--- src/rtl/shift_sequencer.sv ---
// Command-driven sequencer for a bidirectional shift register. It loads a word,
// feeds q back for a fixed number of shifts, then hands the result back over a handshake.
`timescale 1ns/1ps
module shift_sequencer #(
    parameter int WIDTH = 4,
    parameter int CNT_W = 3
) (
    input  logic             clk,
    input  logic             reset,
    input  logic             cmd_valid,
    output logic             cmd_ready,
    input  logic [WIDTH-1:0] cmd_data,
    input  logic             cmd_dir,
    input  logic [CNT_W-1:0] cmd_count,
    output logic             res_valid,
    input  logic             res_ready,
    output logic [WIDTH-1:0] res_data,
    output logic             busy,
    output logic             sr_load_shift,
    output logic             sr_right_left,
    output logic [WIDTH-1:0] sr_data_in,
    input  logic [WIDTH-1:0] sr_q
);

    typedef enum logic [1:0] {
        IDLE  = 2'd0,
        LOAD  = 2'd1,
        SHIFT = 2'd2,
        DONE  = 2'd3
    } state_t;

    state_t           state_reg, state_next;
    logic             dir_reg, dir_next;
    logic [CNT_W-1:0] remaining_reg, remaining_next;
    logic [WIDTH-1:0] word_reg, word_next;

    logic sel_word;
    logic sel_feedback;

    always_ff @(posedge clk or posedge reset) begin
        if (reset) begin
            state_reg     <= IDLE;
            dir_reg       <= 1'b0;
            remaining_reg <= '0;
            word_reg      <= '0;
        end else begin
            state_reg     <= state_next;
            dir_reg       <= dir_next;
            remaining_reg <= remaining_next;
            word_reg      <= word_next;
        end
    end

    always_comb begin
        state_next     = state_reg;
        dir_next       = dir_reg;
        remaining_next = remaining_reg;
        word_next      = word_reg;
        cmd_ready      = 1'b0;
        busy           = 1'b1;
        res_valid      = 1'b0;
        res_data       = '0;
        sr_load_shift  = 1'b0;
        sr_right_left  = 1'b0;
        sel_word       = 1'b0;
        sel_feedback   = 1'b0;

        case (state_reg)
            IDLE: begin
                cmd_ready = 1'b1;
                busy      = 1'b0;
                if (cmd_valid) begin
                    word_next      = cmd_data;
                    dir_next       = cmd_dir;
                    remaining_next = cmd_count;
                    state_next     = LOAD;
                end
            end
            LOAD: begin
                sr_load_shift = 1'b1;
                sr_right_left = dir_reg;
                sel_word      = 1'b1;
                state_next    = (remaining_reg != '0) ? SHIFT : DONE;
            end
            SHIFT: begin
                sr_right_left  = dir_reg;
                sel_feedback   = 1'b1;
                remaining_next = remaining_reg - CNT_W'(1);
                if (remaining_reg == CNT_W'(1)) begin
                    state_next = DONE;
                end
            end
            DONE: begin
                // Reloading q into itself keeps the result stable while the consumer stalls.
                res_valid     = 1'b1;
                res_data      = sr_q;
                sr_load_shift = 1'b1;
                sel_feedback  = 1'b1;
                if (res_ready) begin
                    state_next = IDLE;
                end
            end
            default: begin
                state_next = IDLE;
            end
        endcase
    end

    // Per-bit data mux: captured word in LOAD, register feedback in SHIFT/DONE, zero otherwise.
    genvar gi;
    generate
        for (gi = 0; gi < WIDTH; gi = gi + 1) begin : g_data_mux
            assign sr_data_in[gi] = (sel_word & word_reg[gi]) | (sel_feedback & sr_q[gi]);
        end
    endgenerate

endmodule

--- config.mk ---
export PLATFORM = sky130hd
export DESIGN_NAME = shift_sequencer
export DESIGN_NICKNAME = d
export VERILOG_FILES = /design/src/rtl/shift_sequencer.sv
export SDC_FILE = /design/constraint.sdc
export NUM_CORES = 1
export LEC_CHECK = 0
export ABC_AREA = 1
export CAP_MARGIN = 20
export CELL_PAD_IN_SITES_DETAIL_PLACEMENT = 1
export CELL_PAD_IN_SITES_GLOBAL_PLACEMENT = 1
export CORE_MARGIN = 1
export CORE_UTILIZATION = 30
export CTS_CLUSTER_DIAMETER = 100
export DETAILED_ROUTE_END_ITERATION = 8
export PLACE_DENSITY = 0.89
export SYNTH_ARGS = -nofsm -noshare
export SYNTH_HDL_FRONTEND = slang
export SYNTH_SLANG_ARGS = --single-unit
--- constraint.sdc ---
create_clock -name clk -period 3.2 [get_ports clk]
set_clock_uncertainty 0.15 [all_clocks]
set_input_delay 0.48 -clock clk [delete_from_list [all_inputs] [get_ports clk]]
set_output_delay 0.48 -clock clk [all_outputs]
set_load 0.1 [all_outputs]
==> impl_metrics.json <==
{
  "cts_resized": 0,
  "cts_buffer_depth": 2,
  "ctsHoldBuffers": 0,
  "antenna_found_initial": 0,
  "syn_area_um2": 679,
  "worstPathRequired_ns": 2.57,
  "gr-total-overflow": 0,
  "ys_types": 16,
  "dp.cells": 150,
  "worstMarginPinSlew_ns": 0.404,
  "drc": 0,
  "synth_edf_count": 0,
  "synthCells": 95,
  "drt_iter0_markers": 5,
  "grt_pass1_vias": 755,
  "slew_viol_final": 0,
  "layout-drive-gt1-share_pct": 18.1,
  "crit_arrival_ns": 1.72,
  "grt_setup_unrepaired": "false",
  "crit_path_start": "state_reg[0]",
  "n_fill_cell": 272,
  "synthAdderAreaFrac_pct": 12.9,
  "clk_pin_slew_ns": 0.07,
  "cts_root_buf": "clkbuf_4",
  "synth_flop_cell": "dfrtp_1",
  "fmax_mhz": 425,
  "yosys_register_bits": 10,
  "grt_max_degree": 11,
  "place_hpwl_um": 1540,
  "detail_route.wl_per_cell_um": 11.6,
  "final_common_cell": "nand2_1",
  "synth_top_family_by_area": "simple AND/OR/NAND/NOR gates",
  "cts_setup_buffers": 0,
  "largest_register_ff_count": 4,
  "synth_xor_area_share_pct": 1.29,
  "path_class": "flop to output port",
  "vias": 690,
  "final_cells": 154,
  "routed_wl_um": 1790,
  "yosys.area_share.simple_pct": 23.0,
  "die_area_um2": 2460,
  "min_period_over_period_pct": 73.5,
  "io_buffer_count": 28,
  "io_pins": 29,
  "drtPass1Iterations": 2,
  "crit_fanout": 7,
  "final_nets": 151,
  "syn_avg_cell_area_um2": 7.15,
  "post-route-min-period_ns": 2.35,
  "place_area_um2": 961,
  "die_w_um": 49.6,
  "fin_tns_setup_ns": 0,
  "fp.coreArea_um2": 2040,
  "cp-start-kind": "flop",
  "finalSetupViolCount": 0,
  "gr-usage-all-layers_pct": 16.8,
  "finalHoldViolations": 0,
  "syn_nets": 118,
  "routabilityCongestion": 0.711,
  "cts.sinks": 10,
  "area_growth_syn_to_layout_pct": 46.8,
  "clock_latency_ns": 0.26,
  "die_h_um": 49.6,
  "status": "finished, final reports clean",
  "final_cell_mix": "nand2_1, inv_1, clkdlybuf4s50_1",
  "yosysSeqAreaShare_pct": 36.8,
  "viasPerCell": 4.48,
  "num_antenna_cells": 0,
  "fp-row-count": 16,
  "initial_utilization_pct": 33.3,
  "max_cap_violations": 0,
  "grt_pass1_wl_um": 3150,
  "stdcell_area_um2": 997,
  "yosys-mux-area-fraction_pct": 2.21,
  "synth_compound_area_share_pct": 11.6,
  "hp-class": "input pin to asynchronous set/reset pin",
  "r2r-start": "state_reg[1]",
  "ys_warn_count": 0,
  "relSlewSlack_pct": 73.0,
  "htreeDepth": 1,
  "critPathCaptureType": "output port",
  "cts_tree": "yes",
  "cts_buffers": 3,
  "async_flop_share_pct": 100,
  "antenna_left": 0,
  "whs_ns": 0.343
}
synth_stat cells, types with 2 or more instances:
cell type	count	area, µm²
nand3_1	2	10.0
inv_1	20	75.1
dfrtp_1	10	250
ha_1	7	87.6
nor2_1	7	26.3
nand2_1	27	101
o21ai_1	3	15.0
o21ai_0	7	35.0
a21oi_1	4	20.0
inv_2	2	7.51
worst max-delay path: stages (launching register included):
cell	delay, ns
dfrtp_1	0.43
inv_1	0.12
ha_1	0.33
o21ai_0	0.17
o21ai_0	0.10
buf_4	0.31
cell type report:
class | instances | area [µm²] | share of cell area (%)
sequential | 10 | 250 | 25.1
tap | 27 | 33.8 | 3.39
timing repair buffer | 28 | 248 | 24.8
clock buffer | 4 | 36.3 | 3.64
multi-input combinational | 63 | 347 | 34.8
inverter | 22 | 82.6 | 8.28
per-layer routing:
metal  vias to the layer above  track usage [%]  wire (µm)
met3                         2             2.16         51
li1                        352                -          -
met5                         -                0          0
met2                        12             30.6        935
met4                         0             7.14         21
met1                       324             19.4        782
cells by family (layout without fill, tap and decap cells):
family                   count (synthesis)  in the layout
XOR/XNOR                                 1              1
multiplexers                             1              1
adder cells (fa/ha/maj)                  7              7
AND/OR/NAND/NOR                         39             39
AO/OA/AOI/OAI                           15             15
flip-flops                              10             10
buffers and inverters                   22             54
through the flow:
stage,util (%),setup slack [ns]
floorplan,-,-0.262
global placement,47.1,1.14
detailed placement,47.1,1.08
CTS,48.8,0.809
global route,48.8,0.711
finish,48.8,0.849
final timing paths:
path	to	slack, ns	depth (start not counted)
worst max register to register	dir_reg	1.60	4
min in group clk	dir_reg	0.36	1
worst max-delay path	sr_data_in[0]	0.85	5
worst min-delay path	state_reg[1]	0.34	2
max in group asynchronous	remaining_reg[2]	2.27	2
worst min register to register	dir_reg	0.36	1
Power is not shown: default switching activity piles up to over one toggle a cycle in this logic, so the estimate is an artifact.
